### config.mk
export PLATFORM = sky130hd
export DESIGN_NAME = rom_loader
export DESIGN_NICKNAME = d
export VERILOG_FILES = /design/src/rtl/rom_loader.sv
export SDC_FILE = /design/constraint.sdc
export NUM_CORES = 1
export LEC_CHECK = 0
export BUFFER_PORTS_ARGS = -buffer_cell sky130_fd_sc_hd__buf_2
export CORE_ASPECT_RATIO = 0.6
export CORE_MARGIN = 4
export CORE_UTILIZATION = 60
export DETAILED_ROUTE_END_ITERATION = 10
export PLACE_DENSITY = 0.81
export SYNTH_ARGS = -nofsm -noshare
export SYNTH_HDL_FRONTEND = slang
export SYNTH_SLANG_ARGS = --single-unit
### constraint.sdc
create_clock -name clk -period 10.3 [get_ports clk]
set_clock_uncertainty 0.05 [all_clocks]
set_input_delay 1.03 -clock clk [delete_from_list [all_inputs] [get_ports clk]]
set_output_delay 1.03 -clock clk [all_outputs]
set_load 0.05 [all_outputs]
### src/rtl/rom_loader.sv
// rtl/rom_loader.sv - packs download bytes into 16-bit words and issues them to the SDRAM ROM write port
// Define ROM_LOADER_BSWAP_EN for big-endian packing (even byte in [15:8]); default is little-endian.
module rom_loader #(
   parameter int         FIFO_DEPTH = 4,
   parameter logic [7:0] PAD_BYTE   = 8'hFF
) (
   input  logic        clk,
   input  logic        reset,
   input  logic        ioctl_download,
   input  logic        ioctl_wr,
   input  logic [24:0] ioctl_addr,
   input  logic [7:0]  ioctl_dout,
   output logic        ioctl_wait,
   output logic        romwr_req,
   input  logic        romwr_ack,
   output logic [22:0] romwr_a,
   output logic [15:0] romwr_d,
   output logic [24:0] rom_size,
   output logic        busy,
   output logic        done
);
   localparam int AW = $clog2(FIFO_DEPTH);
   localparam logic [AW:0]   CNT_ONE  = 1;
   localparam logic [AW-1:0] PTR_ONE  = 1;
   localparam logic [AW:0]   FULL_CNT = FIFO_DEPTH[AW:0];
   localparam logic [AW:0]   WAIT_CNT = FULL_CNT - CNT_ONE;

   typedef enum logic {S_IDLE, S_WAIT} state_t;

   function automatic logic [15:0] pack(input logic [7:0] even_b, input logic [7:0] odd_b);
`ifdef ROM_LOADER_BSWAP_EN
      return {even_b, odd_b};
`else
      return {odd_b, even_b};
`endif
   endfunction

   logic          dl_q;
   logic          dl_rise, dl_fall, acc, lat_live, req_idle;
   logic          lat_valid;
   logic [7:0]    lat_byte;
   logic [22:0]   lat_addr;
   logic [24:0]   addr_inc;
   logic          push, push_ok, pop, issue;
   logic [38:0]   push_entry;
   logic [38:0]   mem [FIFO_DEPTH];
   logic [AW-1:0] wr_ptr, rd_ptr;
   logic [AW:0]   count, count_next;
   state_t        state, state_next;

   assign dl_rise  = ioctl_download & ~dl_q;
   assign dl_fall  = ~ioctl_download & dl_q;
   assign acc      = ioctl_wr & ~ioctl_addr[24];
   assign lat_live = lat_valid & ~dl_rise;
   assign addr_inc = ioctl_addr + 25'd1;
   assign req_idle = (romwr_req == romwr_ack);
   assign push_ok  = push & (count != FULL_CNT);
   assign pop      = issue;
   assign busy     = ioctl_download | (count != '0) | (state != S_IDLE) | ~req_idle;

   // An odd strobe always wins; a flush can only occur once strobes have stopped.
   always_comb begin
      push       = 1'b0;
      push_entry = '0;
      if (acc && ioctl_addr[0]) begin
         push       = 1'b1;
         push_entry = {ioctl_addr[23:1], pack(lat_live ? lat_byte : PAD_BYTE, ioctl_dout)};
      end else if (dl_fall && lat_valid) begin
         push       = 1'b1;
         push_entry = {lat_addr, pack(lat_byte, PAD_BYTE)};
      end
   end

   always_comb begin
      count_next = count;
      if (push_ok && !pop)
         count_next = count + CNT_ONE;
      else if (!push_ok && pop)
         count_next = count - CNT_ONE;
   end

   always_ff @(posedge clk) begin
      if (push_ok)
         mem[wr_ptr] <= push_entry;
   end

   always_ff @(posedge clk) begin
      if (reset) begin
         dl_q       <= 1'b0;
         lat_valid  <= 1'b0;
         lat_byte   <= '0;
         lat_addr   <= '0;
         wr_ptr     <= '0;
         rd_ptr     <= '0;
         count      <= '0;
         ioctl_wait <= 1'b0;
         rom_size   <= '0;
         done       <= 1'b0;
      end else begin
         dl_q       <= ioctl_download;
         count      <= count_next;
         ioctl_wait <= (count_next >= WAIT_CNT);
         if (push_ok)
            wr_ptr <= wr_ptr + PTR_ONE;
         if (pop)
            rd_ptr <= rd_ptr + PTR_ONE;

         if (acc && !ioctl_addr[0]) begin
            lat_valid <= 1'b1;
            lat_byte  <= ioctl_dout;
            lat_addr  <= ioctl_addr[23:1];
         end else if (push || dl_rise) begin
            lat_valid <= 1'b0;
         end

         if (dl_rise)
            rom_size <= acc ? addr_inc : '0;
         else if (acc && (addr_inc > rom_size))
            rom_size <= addr_inc;

         // A flush push in this cycle means the FIFO is not really drained yet.
         if (dl_rise)
            done <= 1'b0;
         else if (!ioctl_download && !push && (count == '0) && (state == S_IDLE) && req_idle)
            done <= 1'b1;
      end
   end

   always_ff @(posedge clk) begin
      if (reset) begin
         romwr_req <= romwr_ack;
         romwr_a   <= '0;
         romwr_d   <= '0;
      end else if (issue) begin
         romwr_req          <= ~romwr_req;
         {romwr_a, romwr_d} <= mem[rd_ptr];
      end
   end

   always_ff @(posedge clk) begin
      if (reset)
         state <= S_IDLE;
      else
         state <= state_next;
   end

   always_comb begin
      state_next = state;
      case (state)
         S_IDLE:  if ((count != '0) && req_idle) state_next = S_WAIT;
         S_WAIT:  if (req_idle) state_next = S_IDLE;
         default: state_next = S_IDLE;
      endcase
   end

   // The issue step happens in the IDLE cycle that sees a word, so the toggle lands one edge later.
   always_comb begin
      issue = 1'b0;
      if ((state == S_IDLE) && (count != '0) && req_idle)
         issue = 1'b1;
   end
endmodule

# After elaboration in Yosys (flattened, before gate mapping)
# Memory sizes are Yosys's and may differ from the RTL's. A register that Yosys moved wholly into a read port is not among the register bits.
# Cells that the tools add are included.
[word_totals]
reg_bits = 69
latch_bits = 0
ramBits = 156
rom_bits = 0
input_bits = 38
elab_cells = 82
memories = 1
[memory_table]
columns = ["name", "words", "width", "rd", "rd_clocked_by_memory_dff", "wr", "line", "rtl"]
rows = [
  ["mem", 4, 39, 1, 1, 1, "46", "logic [38:0] mem [FIFO_DEPTH];"],
]
[op_classes]
add_sub_neg = 5
multipliers = 0
n_div = 0
order_cmp = 2
n_eq_ne = 2
n_shift = 0
n_mux = 20
n_bitwise = 15
reduce_logical = 25
[op_table]
columns = ["cell", "n"]
rows = [
  ["$mux 39", 2],
  ["$mux 25", 3],
  ["$add 25x1->25 const B", 1],
  ["$gt 25x25->1", 1],
  ["$logic_and 1x1->1", 13],
  ["$mux 1", 11],
  ["$mux 8", 1],
  ["$not 1->1", 7],
  ["$mux 3", 2],
  ["$reduce_bool 2->1", 3],
  ["$and 1x1->1", 5],
  ["$logic_not 1->1", 5],
  ["$add 2x1->2 const B", 2],
  ["$add 3x1->3 const B", 1],
  ["$ge 3x2->1 const B", 1],
  ["$logic_not 3->1", 1],
  ["$ne 3x3->1 const B", 1],
  ["$or 1x1->1", 3],
  ["$reduce_bool 3->1", 1],
  ["$sub 3x1->3 const B", 1],
  ["$pmux 1 s2", 1],
  ["$reduce_or 2->1", 1],
  ["$eq 1x1->1", 1],
  ["$logic_or 1x1->1", 1],
]

# Longest topological paths before layout
# Gate-level depths: netlist of the first run.
[logic_depth]
word_depth = 11
depth_mapped = 17

# Worst setup path before layout of the first run
# Ideal clock, no wire load.
[synth_path]
path_kind = "input to register"
start = "input port ioctl_addr[7]"
end = "register rom_size[6]"
arrival_time_ps = 3912
setup_slack_ps = 6220
path_stages = 17
path_buffers = 4
cell_sequence = "buf_2 > nand4_1 > nor3_2 > and3_1 > buf_2 > nor2b_1 > xor2_1 > ha_1 > nand4_1 > nor3_1 > a221oi_1 > o21ai_1 > o21a_1 > or2_1 > buf_6 > buf_8 > a32o_1"
[synth_between]
elab_chain_cells = 4
[synth_rtl]
columns = ["element", "line", "rtl"]
rows = [
  ["start: declaration", "11", "input logic [24:0] ioctl_addr,"],
  ["$add 25x1->25", "55", "assign addr_inc = ioctl_addr + 25'd1;"],
  ["$gt 25x25->1", "118", "else if (acc && (addr_inc > rom_size))"],
  ["$logic_and 1x1->1", "118", ""],
  ["$reduce_bool 2->1 (no source line)", "-", ""],
  ["end signal: assignment", "117", "rom_size <= acc ? addr_inc : '0;"],
  ["end signal: assignment", "119", "rom_size <= addr_inc;"],
  ["end: declaration", "18", "output logic [24:0] rom_size,"],
]
# Every way passes these cells.
# A chain may end at the register's enable or synchronous reset.

# Final worst setup path of the first run
[layout_path]
start = "input port ioctl_addr[7]"
end = "register rom_size[4]"
# The elaborated chain is that of the path after synthesis.

==> impl_metrics.csv, run 1 <==
group,metric,value,unit
status,status,"finished clean",
worst_hold_path,worst_hold_path.num_cells,2,
route,wl_per_cell,20.0,µm
cts,clockBufferDepth,3,
critical_path,worstPathRequired,10700,ps
global_route,grt_pass1_wl,38.9,mm
global_route,grt_use_total,0.237,
timing,relSlewSlack,0.221,
critical_path,slowest_delay,830,ps
timing,final_hold_viol_count,0,
critical_path,endpoint_kind,"flip-flop",
floorplanning,io_pins,106,
synthesis,ys_seq_elements,264,
power,power_density,230,nW/µm²
global_route,grt_max_degree,86,
synthesis,synth_edf_count,157,
synthesis,syn_avg_cell_area,12.7,µm²
power,total_power,0.00289,W
cts,cts_made_buffers,24,
synthesis,syn_area,11000,µm²
synthesis,syn_nets,935,
cts,root_buffer,"clkbuf_16",
timing,finalSetupTns,0,ps
synthesis,netlist-cell-type-count,43,
worst_hold_path,min_to,"romwr_d[14]",
route,drt_drc_violations_left,0,
power,leakagePower,4.73,nW
critical_path,r2r_slack,7080,ps
synthesis,ys_seq_area_frac,0.624,
cts,cts_tree,"built",
critical_path,crit_chain,"buf_2 > nand4_1 > nor3_2 > and3_1 > nand3_1 > xnor2_1 > ha_1 > nand4_1 > nor4_1 > o41a_1 > o21a_1 > or2_1 > a32o_1",
cts,cts_resized,0,
job,drv_cap,0,
floorplanning,die_x,183,µm
timing,worstMarginPinSlew,1170,ps
critical_path,crit_top_cell,"nand4_1",
synthesis,async_flop_share,0,
critical_path,r2r_cells,8,
critical_path,arrival,5200,ps
synthesis,syn_inst,864,
cts,cts_sinks,264,
timing,setup_viol,0,
final_layout,nets,1028,
critical_path,path_buf_inv,1,
timing,rsz0062_at_grt,"no",
worst_hold_path,min_from,"romwr_d[14]",
synthesis,synth_ff_type,"edfxtp_1",
floorplanning,dieHeight,113,µm
critical_path,slowest_stage,"or2_1",
timing,slew_violations,0,
floorplanning,fp.coreArea,18000,µm²
timing,min_period,4800,ps
critical_path,startpoint_type,"primary input",
place,place_congestion,0.897,
place,port_buffers,105,
route,wl,24.3,mm
final_layout,drive_gt1_frac,0.209,
floorplanning,initial_core_util,0.610,
final_layout,nFillCells,1223,
place,dpl.hpwl,15.5,mm
power,ir_drop,0.000162,V
route,dr.pass1.iters,5,
final_layout,utilization,0.695,
critical_path,crit_type,"in -> reg",
cts,clkTransAtPathRegs,70,ps
final_layout,layout_commonest_cell,"nand2_1",
timing,fmax,0.208,GHz
critical_path,r2r_start,"rom_size[20]",
floorplanning,dieArea,20600,µm²
route,vias,7263,
timing,period_share,0.466,
global_route,antenna_found_initial,1,
floorplanning,num_rows,38,
cts,worstSkewPairLatency,520,ps
final_layout,layoutNonFillerInstCount,1215,
route,vias_per_cell,5.98,
global_route,overflow,0,
cts,hold_buffers,0,
final_layout,diodes,0,
place,placed_cells,1171,
critical_path,r2r_end,"rom_size[4]",
route,drt_iter0_drc,746,
synthesis,yosys_warnings,0,
critical_path,cp_max_fo,25,
final_layout,area_growth,14.0,%
global_route,grt_pass1_vias,7193,
worst_hold_path,min_path_type,"reg -> reg",
critical_path,crit_family,"simple AND/OR/NAND/NOR gates",
route,drtAntennaViolNets,0,
cts,postCtsSetupBuffers,0,
cts,htree_levels,1,
final_layout,final_cell_mix,"nand2_1, edfxtp_1, dfxtp_1",
cell families after synthesis:
family,count (synthesis),share of synthesized area
flops,264,0.624
simple gates,248,0.100
compound gates,159,0.0959
buf+inv,83,0.0315
mux,46,0.0863
fa+ha+maj,33,0.0376
xor+xnor,31,0.0247
per-layer routing:
| layer | part of all wire | wire length, µm | GRT usage |
|---|---|---|---|
| met1 | 0.43 | 10500 | 0.346 |
| met3 | 0.091 | 2220 | 0.0578 |
| met5 | 0.00029 | 7 | 0 |
| met2 | 0.46 | 11200 | 0.371 |
| met4 | 0.014 | 342 | 0.0435 |
worst max-delay path by stage:
stage                  start      endpoint  slack, ps  depth (start not counted)
2_1_floorplan  ioctl_addr[7]   rom_size[6]       6220                         17
3_3_place_gp   ioctl_addr[7]  rom_size[20]       5360                         13
3_5_place_dp   ioctl_addr[7]   rom_size[4]       5190                         13
4_1_cts        ioctl_addr[7]   rom_size[4]       5700                         13
5_1_grt        ioctl_addr[8]  rom_size[17]       5340                         13
6_report       ioctl_addr[7]   rom_size[4]       5500                         13
state kept, by name, summed over array words and instances (netlist names), 2 cells and up:
name and cells:
wr_ptr 2, romwr_d 16, rd_ptr 2, lat_addr 23, count 3, lat_byte 8
romwr_a 23, mem 156, rom_size 25
worst min-delay path, cell delays in order, from the launching register on:
cell     delay (ps)
dfxtp_1         300
nand2_1          50
a21oi_1          50
final cells by class:
cell class | instances | area [µm²] | share of cell area
Clock buffer | 31 | 678 | 0.0541
Clock inverter | 13 | 151 | 0.0121
Inverter | 33 | 124 | 0.00989
Multi-Input combinational cell | 517 | 3800 | 0.303
Sequential cell | 264 | 6860 | 0.547
Tap cell | 240 | 300 | 0.0240
Timing Repair Buffer | 117 | 616 | 0.0491
report_power, final:
part | switching, W | internal (W) | leakage, nW | total [W]
registers | 0.0000528 | 0.00120 | 2.36 | 0.00125
clock network | 0.000385 | 0.000542 | 0.396 | 0.000927
logic | 0.000485 | 0.000224 | 1.97 | 0.000709
total | 0.000922 | 0.00196 | 4.73 | 0.00289
cells in the mapped netlist (all sizes together), types with 10 or more instances:
cell / count / share of area
dfxtp: 107 / 0.19
inv: 33 / 0.011
nand2: 167 / 0.057
nand3: 10 / 0.0046
xor2: 10 / 0.0080
a22o: 23 / 0.018
nand4: 10 / 0.0057
xnor2: 21 / 0.017
mux4: 39 / 0.080
nor2: 16 / 0.0055
edfxtp: 157 / 0.43
nand2b: 11 / 0.0063
a21oi: 84 / 0.038
ha: 33 / 0.038
clkbuf: 33 / 0.011
a32o: 19 / 0.017
a21o: 17 / 0.012
buf: 17 / 0.0090
metrics by stage:
step	setup slack, ps	hold slack (ps)	area (µm²)
after floorplan	6220	386	11000
after global placement	5360	389	11700
after detailed placement	5190	393	11700
after CTS	5700	402	12500
after global routing	5340	422	12500
final	5500	398	12500
Note: power is estimated with default switching activity, not from simulation.
==> run 2: changes to the inputs <==
CORE_UTILIZATION = 59   (was 60)
PLACE_DENSITY = 0.8   (was 0.81)
clock period = 4.9 ns   (was 10.3 ns; I/O delays follow)
==> impl_metrics.csv, run 2 (synthesis gave the netlist of run 1 again) <==
group,metric,value,unit
status,status,"finished clean",
cts,cts_tree,"built",
critical_path,startpoint_type,"primary input",
floorplanning,fp.coreArea,18200,µm²
final_layout,area_growth,13.7,%
cts,cts_sinks,264,
cts,hold_buffers,0,
timing,setup_viol,0,
critical_path,worstPathRequired,5290,ps
power,power_density,483,nW/µm²
job,drv_cap,0,
cts,cts_resized,0,
cts,clockBufferDepth,3,
route,vias,7255,
final_layout,nets,1025,
timing,slew_violations,0,
floorplanning,dieHeight,114,µm
final_layout,layout_commonest_cell,"nand2_1",
global_route,antenna_found_initial,1,
cts,worstSkewPairLatency,520,ps
power,total_power,0.00604,W
cts,clkTransAtPathRegs,60,ps
final_layout,diodes,0,
route,dr.pass1.iters,5,
timing,min_period,3800,ps
timing,worstMarginPinSlew,1260,ps
critical_path,r2r_slack,1940,ps
critical_path,crit_type,"in -> reg",
final_layout,multi_input_area,3810,µm²
power,pwr-share-seq,0.441,
power,leakagePower,4.71,nW
global_route,grt_pass1_vias,7221,
final_layout,largestRegisters,"mem: 156 flops, rom_size: 25 flops",
timing,rsz0062_at_grt,"no",
cts,htree_levels,1,
cts,cts_made_buffers,24,
place,place_congestion,0.922,
global_route,overflow,0,
route,drtAntennaViolNets,0,
floorplanning,initial_core_util,0.605,
timing,fmax,0.263,GHz
power,clockPowerShare,0.319,
cts,postCtsSetupBuffers,0,
timing,final_hold_viol_count,0,
power,pwr-share-comb,0.240,
critical_path,endpoint_kind,"flip-flop",
timing,whs,164,ps
final_layout,final_cell_mix,"nand2_1, edfxtp_1, dfxtp_1",
place,placed_area,11700,µm²
route,drt_drc_violations_left,0,
final_layout,finalInstanceArea,12500,µm²
timing,finalSetupTns,0,ps
route,wl,25.3,mm
place,dpl.hpwl,15.6,mm
floorplanning,die_x,184,µm
final_layout,largest_register,"mem",
timing,relSlewSlack,0.163,
cts,root_buffer,"clkbuf_16",
floorplanning,io_pins,106,
power,switching_share,0.320,
final_layout,regArea,6860,µm²
power,ir_drop,0.000359,V
power,switchingPower,0.00193,W
final_layout,nFillCells,1249,
route,wl_per_cell,20.9,µm
global_route,grt_max_degree,57,
place,port_buffers,105,
worst_hold_path,min_path_type,"in -> reg",
global_route,grt_use_total,0.247,
floorplanning,dieArea,20900,µm²
final_layout,largest_register_ffs,156,
critical_path,cp_max_fo,19,
final_layout,drive_gt1_frac,0.208,
route,vias_per_cell,5.99,
global_route,grt_pass1_wl,40.6,mm
critical_path,arrival,4190,ps
power,cellInternalPower,0.00411,W
floorplanning,num_rows,38,
route,drt_iter0_drc,892,
timing,period_share,0.775,
run 2: metrics by stage:
stage               std cells  worst slack [ps]  utilization
CTS                      1212              1260        0.688
global route             1212               950        0.688
detailed placement       1168               774        0.644
floorplan                 864              1360            -
global placement         1168               914        0.644
finish                   1212              1100        0.688
run 2: final cells by class:
| class | count | area share |
|---|---|---|
| inverters | 33 | 0.00991 |
| multi-input cells | 517 | 0.305 |
| well taps | 240 | 0.0240 |
| clock buffers | 35 | 0.0571 |
| clock inverters | 9 | 0.00771 |
| flip-flops and latches | 264 | 0.549 |
| repair buffers | 114 | 0.0476 |
run 2: power groups by stage:
| stage | Sequential (W) | Clock [W] | Combinational (W) |
|---|---|---|---|
| 2_1_floorplan | 0.00304 | 0 | 0.000752 |
| 3_3_place_gp | 0.00270 | 0 | 0.00143 |
| 3_5_place_dp | 0.00271 | 0 | 0.00144 |
| 4_1_cts | 0.00267 | 0.00194 | 0.00146 |
| 5_1_grt | 0.00269 | 0.00206 | 0.00156 |
| 6_report | 0.00266 | 0.00193 | 0.00145 |
run 2: worst paths after layout:
check,cells after the start,startpoint,end
max,13,ioctl_addr[7],rom_size[8]
min,3,ioctl_dout[0],lat_byte[0]
max reg2reg,4,count[1],mem[1][22]
min reg2reg,2,romwr_a[4],romwr_a[4]
run 2: metal layers:
layer  wire length [µm]  part of all wire  global-route usage
met1              11400              0.45               0.372
met2              11500              0.45               0.384
met3               2030             0.080              0.0459
met4                437             0.017              0.0483
met5                 13           0.00051                   0
run 2: worst max-delay path, stage by stage:
cell     delay (ps)
buf_2           170
nand4_1         170
nor3_2          430
and3_1          410
nand3_1         140
xnor2_1         160
ha_1            320
nand4_1         190
nor4_1          490
a31oi_1         160
o21a_1          170
nor3_4          660
a32o_1          230
